File: config.mk
export PLATFORM = sky130hd
export DESIGN_NAME = mmio_hex_led_port_flat
export DESIGN_NICKNAME = d
export VERILOG_FILES = /design/src/rtl/mmio_hex_led_port_if.sv /design/src/rtl/mmio_hex_led_port.sv /design/src/flat_wrapper.sv
export SDC_FILE = /design/constraint.sdc
export NUM_CORES = 1
export LEC_CHECK = 0
export BUFFER_PORTS_ARGS = -buffer_cell sky130_fd_sc_hd__buf_2
export CAP_MARGIN = 20
export CORE_ASPECT_RATIO = 0.5
export CORE_MARGIN = 5
export CORE_UTILIZATION = 37
export DETAILED_ROUTE_END_ITERATION = 6
export GPL_TIMING_DRIVEN = 0
export PLACE_DENSITY = 0.62
export SETUP_SLACK_MARGIN = 0.15
export SLEW_MARGIN = 40
export SYNTH_ARGS = -nofsm -noshare
export SYNTH_HDL_FRONTEND = slang
export SYNTH_SLANG_ARGS = --single-unit
File: constraint.sdc
create_clock -name clk -period 2.2 [get_ports clk]
set_clock_uncertainty 0.1 [all_clocks]
set_input_delay 0.22 -clock clk [delete_from_list [all_inputs] [get_ports clk]]
set_output_delay 0.22 -clock clk [all_outputs]
set_load 0.005 [all_outputs]
File: src/rtl/mmio_hex_led_port_if.sv
// Processor-side register bus for mmio_hex_led_port.
// master: processor/bus side drives address, data and strobes.
// slave : the port block returns registered read data.
interface mmio_hex_led_port_if #(
    parameter int ADDR_W = 4,
    parameter int DATA_W = 16
);
    logic [ADDR_W-1:0] addr;
    logic [DATA_W-1:0] wr_data;
    logic              w;
    logic              r;
    logic [DATA_W-1:0] rd_data;

    modport master (output addr, output wr_data, output w, output r, input rd_data);
    modport slave  (input addr, input wr_data, input w, input r, output rd_data);
endinterface

File: src/rtl/mmio_hex_led_port.sv
// mmio_hex_led_port: memory-mapped seven-segment / LED / switch port.
// Address map: 0..NUM_HEX-1 digit registers, NUM_HEX LED, NUM_HEX+1 switch
// status {chg, zeros, sw_sync} (read-only), NUM_HEX+2 blank mask.
// Optional feature macro: HEX_DECODE_EN -- digit registers hold a 4-bit nibble
// shown as a hex glyph; otherwise they hold raw segment bits (1 = segment on).
module mmio_hex_led_port #(
    parameter int DATA_W  = 16,
    parameter int ADDR_W  = 4,
    parameter int NUM_HEX = 6,
    parameter int LED_W   = 10,
    parameter int SW_W    = 10
) (
    input  logic                   clk,
    input  logic                   reset,
    mmio_hex_led_port_if.slave     bus,
    input  logic [SW_W-1:0]        sw,
    output logic [7*NUM_HEX-1:0]   hex_bus,
    output logic [LED_W-1:0]       ledr
);

`ifdef HEX_DECODE_EN
    localparam int HEX_W = 4;
`else
    localparam int HEX_W = 7;
`endif

    localparam logic [ADDR_W-1:0] LED_ADDR   = ADDR_W'(NUM_HEX);
    localparam logic [ADDR_W-1:0] SW_ADDR    = ADDR_W'(NUM_HEX + 1);
    localparam logic [ADDR_W-1:0] BLANK_ADDR = ADDR_W'(NUM_HEX + 2);

    logic [HEX_W-1:0]   hex_reg [NUM_HEX];
    logic [LED_W-1:0]   led_reg;
    logic [NUM_HEX-1:0] blank_reg;
    logic [SW_W-1:0]    sw_meta;
    logic [SW_W-1:0]    sw_sync;
    logic [SW_W-1:0]    sw_prev;
    logic               chg;
    logic [DATA_W-1:0]  rd_next;

    // Digit register contents to active-low segment pattern.
    function automatic logic [6:0] seg_of(input logic [HEX_W-1:0] v);
`ifdef HEX_DECODE_EN
        logic [6:0] s;
        case (v)
            4'h0: s = 7'h40;
            4'h1: s = 7'h79;
            4'h2: s = 7'h24;
            4'h3: s = 7'h30;
            4'h4: s = 7'h19;
            4'h5: s = 7'h12;
            4'h6: s = 7'h02;
            4'h7: s = 7'h78;
            4'h8: s = 7'h00;
            4'h9: s = 7'h10;
            4'hA: s = 7'h08;
            4'hB: s = 7'h03;
            4'hC: s = 7'h46;
            4'hD: s = 7'h21;
            4'hE: s = 7'h06;
            default: s = 7'h0E;
        endcase
        return s;
`else
        return ~v;
`endif
    endfunction

    // Writable registers; writes to the status and unmapped addresses fall through.
    always_ff @(posedge clk) begin
        if (reset) begin
            for (int k = 0; k < NUM_HEX; k++) hex_reg[k] <= '0;
            led_reg   <= '0;
            blank_reg <= '1;
        end else if (bus.w) begin
            for (int k = 0; k < NUM_HEX; k++)
                if (bus.addr == ADDR_W'(k)) hex_reg[k] <= bus.wr_data[HEX_W-1:0];
            if (bus.addr == LED_ADDR)   led_reg   <= bus.wr_data[LED_W-1:0];
            if (bus.addr == BLANK_ADDR) blank_reg <= bus.wr_data[NUM_HEX-1:0];
        end
    end

    // Switch synchroniser and sticky change flag; a new change beats a clear.
    always_ff @(posedge clk) begin
        if (reset) begin
            sw_meta <= '0;
            sw_sync <= '0;
            sw_prev <= '0;
            chg     <= 1'b0;
        end else begin
            sw_meta <= sw;
            sw_sync <= sw_meta;
            sw_prev <= sw_sync;
            if (sw_sync != sw_prev)
                chg <= 1'b1;
            else if (bus.r && (bus.addr == SW_ADDR))
                chg <= 1'b0;
        end
    end

    // Read-data select from the current (pre-write) register values.
    always_comb begin
        rd_next = '0;
        for (int k = 0; k < NUM_HEX; k++)
            if (bus.addr == ADDR_W'(k)) rd_next = DATA_W'(hex_reg[k]);
        if (bus.addr == LED_ADDR) rd_next = DATA_W'(led_reg);
        if (bus.addr == SW_ADDR) begin
            rd_next = DATA_W'(sw_sync);
            rd_next[DATA_W-1] = chg;
        end
        if (bus.addr == BLANK_ADDR) rd_next = DATA_W'(blank_reg);
    end

    // Registered read data, one cycle after the address.
    always_ff @(posedge clk) begin
        if (reset) bus.rd_data <= '0;
        else       bus.rd_data <= rd_next;
    end

    // Registered board outputs, one edge behind the register file.
    always_ff @(posedge clk) begin
        if (reset) begin
            hex_bus <= '1;
            ledr    <= '0;
        end else begin
            for (int k = 0; k < NUM_HEX; k++)
                hex_bus[7*k +: 7] <= blank_reg[k] ? 7'h7F : seg_of(hex_reg[k]);
            ledr <= led_reg;
        end
    end

endmodule

File: src/flat_wrapper.sv
// flat-port wrapper written by rule: the top's interface ports become plain ports
module mmio_hex_led_port_flat 
#(
    parameter int DATA_W  = 16,
    parameter int ADDR_W  = 4,
    parameter int NUM_HEX = 6,
    parameter int LED_W   = 10,
    parameter int SW_W    = 10
)
  (clk, reset, sw, hex_bus, ledr, bus_addr, bus_wr_data, bus_w, bus_r, bus_rd_data);
  mmio_hex_led_port_if #(.ADDR_W(ADDR_W), .DATA_W(DATA_W)) bus_i ();
  input  logic clk;
  input  logic reset;
  input  logic [SW_W-1:0] sw;
  output logic [7*NUM_HEX-1:0] hex_bus;
  output logic [LED_W-1:0] ledr;
  input wire logic [$bits(bus_i.addr)-1:0] bus_addr;
  input wire logic [$bits(bus_i.wr_data)-1:0] bus_wr_data;
  input wire logic [$bits(bus_i.w)-1:0] bus_w;
  input wire logic [$bits(bus_i.r)-1:0] bus_r;
  output wire logic [$bits(bus_i.rd_data)-1:0] bus_rd_data;
  assign bus_i.addr = bus_addr;
  assign bus_i.wr_data = bus_wr_data;
  assign bus_i.w = bus_w;
  assign bus_i.r = bus_r;
  assign bus_rd_data = bus_i.rd_data;
  mmio_hex_led_port #(.DATA_W(DATA_W), .ADDR_W(ADDR_W), .NUM_HEX(NUM_HEX), .LED_W(LED_W), .SW_W(SW_W)) u_core (.clk(clk), .reset(reset), .bus(bus_i), .sw(sw), .hex_bus(hex_bus), .ledr(ledr));
endmodule
==> metrics.txt <==
status finished clean; Synth cell types 48; Synth top cells by count dfxtp_1 (110), nand2_1 (47), and2_1 (42), edfxtp_1 (42), nor2b_1 (42); Data required, critical path 2.18 ns; # rows 31; clk slew on worst S/H paths 0.06 ns; Async SR Flop Fraction 0; Max-Cap Viols 0; fraction of layout cells with a size suffix above 1 0.257; worst skew pair latency 0.41 ns; top cells by area, synth dfxtp_1 (40%), edfxtp_1 (23%), and2_1 (4.8%), nor2b_1 (4.8%), nand2_1 (3.2%); CP max-delay cell clkbuf_1; startpoint types primary input; DRC Markers 0; area leader, netlist dfxtp_1; DR vias 3782; crit path cell chain buf_2, clkbuf_1, clkbuf_1, inv_1, nand2_1; Worst Tran Pin Value 0.819 ns; Die Ht 95.8 um; Nets 625; Arr. time, crit path 1.73 ns; register area share after synthesis 0.636; Sw Share 0.220; Final Critical Period 1.75 ns; worst-case reg-to-reg path depth 4; cell mode on critical path clkbuf_1; total CTS buffers 17; number of global-route vias before repair 3704; Hold EP u_core.chg$_SDFFE_PP0P_; 1st-iter DRT viols 269; Clock power frac 0.465; worst-case vdd ir drop 0.000497 V; CTS max path bufs 2; Die ar. 17400 um2; flops & latches, synth 152; NetSw 1.39 mW; Netlist Area Pre-Place 5440 um2; HP Start bus_r; Total GRT Usage 0.158; post-synthesis cell count 466; syn avg cell area 11.7 um2; Initial Utilization 0.377; Worst path max stage delay 0.47 ns; Final Hold Fails 0; GP Congestion 0.943; pwr/cell area 914 nW/um2; Max Freq 0.572 GHz; Via density 4.71; unrepaired setup endpoints after global routing false; Slew Viols, Final 0; Cell Area, Placed 6160 um2; R2R Setup Slk 0.72 ns; final setup violation count 0; Port-buffer cells 89; CTS tree done; H-tree depth 4; Core ar. 14400 um2; worst r2r src u_core.hex_reg[0][25]$_SDFFCE_PN0P_; Cells after DPL 757; post-route ant nets 0; width of the die 182 um; design area 6900 um2; CP max FO 10; worst hold slack 0.109 ns; initial antenna violation count 1; Logic pwr share 0.056; Yosys warnings 0; router iterations before antenna repair 7; dpl hpwl 9470 um; IO Pins 102; Synth top area share 0.405; Post-CTS Repair Setup Buffers 0; Most used DFF post-synth dfxtp_1; Worst Setup End Kind flip-flop; reg2reg end u_core.bus.rd_data[4]$_SDFF_PP0_; total clock sinks 152; most numerous cell in the Yosys netlist dfxtp_1; fin cells 803; grt ovf 0; Worst slew margin 0.448; pin count of the biggest net entering global routing 17; DR WL/cell 16.6 um; Int Pwr 4.92 mW; share of power burned in registers 0.478; DRT Wirelength 13300 um; Root Driver clkbuf_16; Post-synth EDFFs 42; static leakage 2.70 nW; Worst Hold Depth 4; first-pass GRT wire length 20700 um; crit share post-route 0.794; hold crit path type in -> reg; Area growth syn-to-layout 26.7%; WS Path Type in -> reg; post-layout util 0.478
-- final cells by class --
type                    count  area (um2)
plain buffers              28         156
inverters                   2        7.51
multi-input cells         288        1840
fillers                  1347        7530
clock inverters             8        78.8
well taps                 198         248
flip-flops and latches    152        3460
clock buffers              24         526
repair buffers            102         576
diodes                      1        2.50
-- kinds of logic (layout without fill, tap and decap cells) --
group                     after synthesis  after routing  synth area share
xor gates and xnor gates               10             10            0.0161
AOI/OAI and AO/OA                      47             47            0.0637
other                                   1              6          0.000689
muxes                                  28             28            0.0566
DFF                                   152            152             0.636
buffers and inverters                  30            164            0.0301
and+or+nand+nor                       198            198             0.197
-- metrics by stage --
stage | setup TNS (ns) | power, mW | setup WS, ns
floorplan | 0 | 3.26 | 0.178
global placement | -2.13 | 3.40 | -0.305
detailed placement | 0 | 3.41 | 0.0407
CTS | 0 | 6.34 | 0.483
global route | 0 | 6.51 | 0.317
finish | 0 | 6.30 | 0.453
-- repair_timing --
item                                    in CTS  in global routing
hold buffers                                13                  0
endpoints found under the hold margin       13                  0
resized for setup                            0                  0
endpoints found under the setup margin       0                  0
-- layer usage --
metal	vias to the layer above	wire, um	GRT usage
li1	1836	-	-
met1	1792	6250	0.215
met2	133	6000	0.249
met3	21	897	0.0378
met4	0	160	0.0593
met5	-	0	0
-- placed cells by master (no fill, tap or decap), types with 3 or more instances in the layout --
| cell | n |
|---|---|
| buf_4 | 10 |
| nor2b_1 | 42 |
| and3_1 | 6 |
| nor2_1 | 23 |
| xor2_1 | 6 |
| and2_1 | 42 |
| o22ai_1 | 3 |
| a22o_1 | 5 |
| clkbuf_1 | 13 |
| edfxtp_1 | 42 |
| a21oi_1 | 12 |
| nand3_1 | 8 |
| buf_2 | 94 |
| dfxtp_1 | 110 |
| o32a_1 | 5 |
| dlygate4sd3_1 | 13 |
| a211o_1 | 6 |
| a22oi_1 | 5 |
| conb_1 | 5 |
| clkbuf_16 | 20 |
| mux2i_1 | 15 |
| nor3b_1 | 5 |
| xnor2_1 | 4 |
| mux2_2 | 12 |
| nand2_1 | 47 |
| nand2b_1 | 10 |
| nor3_1 | 7 |
-- power groups by stage --
stage                     combinational (mW)  sequential (mW)  clock, mW
after global placement                 0.327             3.07          0
after CTS                              0.351             3.01       2.98
after detailed placement               0.332             3.08          0
final                                  0.355             3.01       2.93
after floorplan                        0.202             3.06          0
after global routing                   0.387             3.02       3.10
-- worst max-delay path, delay by kind of cell --
kind	cells	cell delay [ns]
buffers and inverters	4	1.20
and+or+nand+nor	1	0.30
-- how the worst max path moves through the flow --
stage,start,to,slack (ns),depth (start not counted)
floorplan,bus_addr[2],u_core.hex_reg[0][14]$_SDFFCE_PN0P_,0.18,3
global placement,bus_addr[2],u_core.hex_reg[0][19]$_SDFFCE_PN0P_,-0.30,4
detailed placement,reset,u_core.hex_reg[0][27]$_SDFFCE_PN0P_,0.04,5
CTS,reset,u_core.hex_reg[0][24]$_SDFFCE_PN0P_,0.48,5
global route,reset,u_core.hex_reg[0][22]$_SDFFCE_PN0P_,0.32,5
finish,reset,u_core.hex_reg[0][22]$_SDFFCE_PN0P_,0.45,5
No activity file was read; power rests on OpenSTA's default activity.
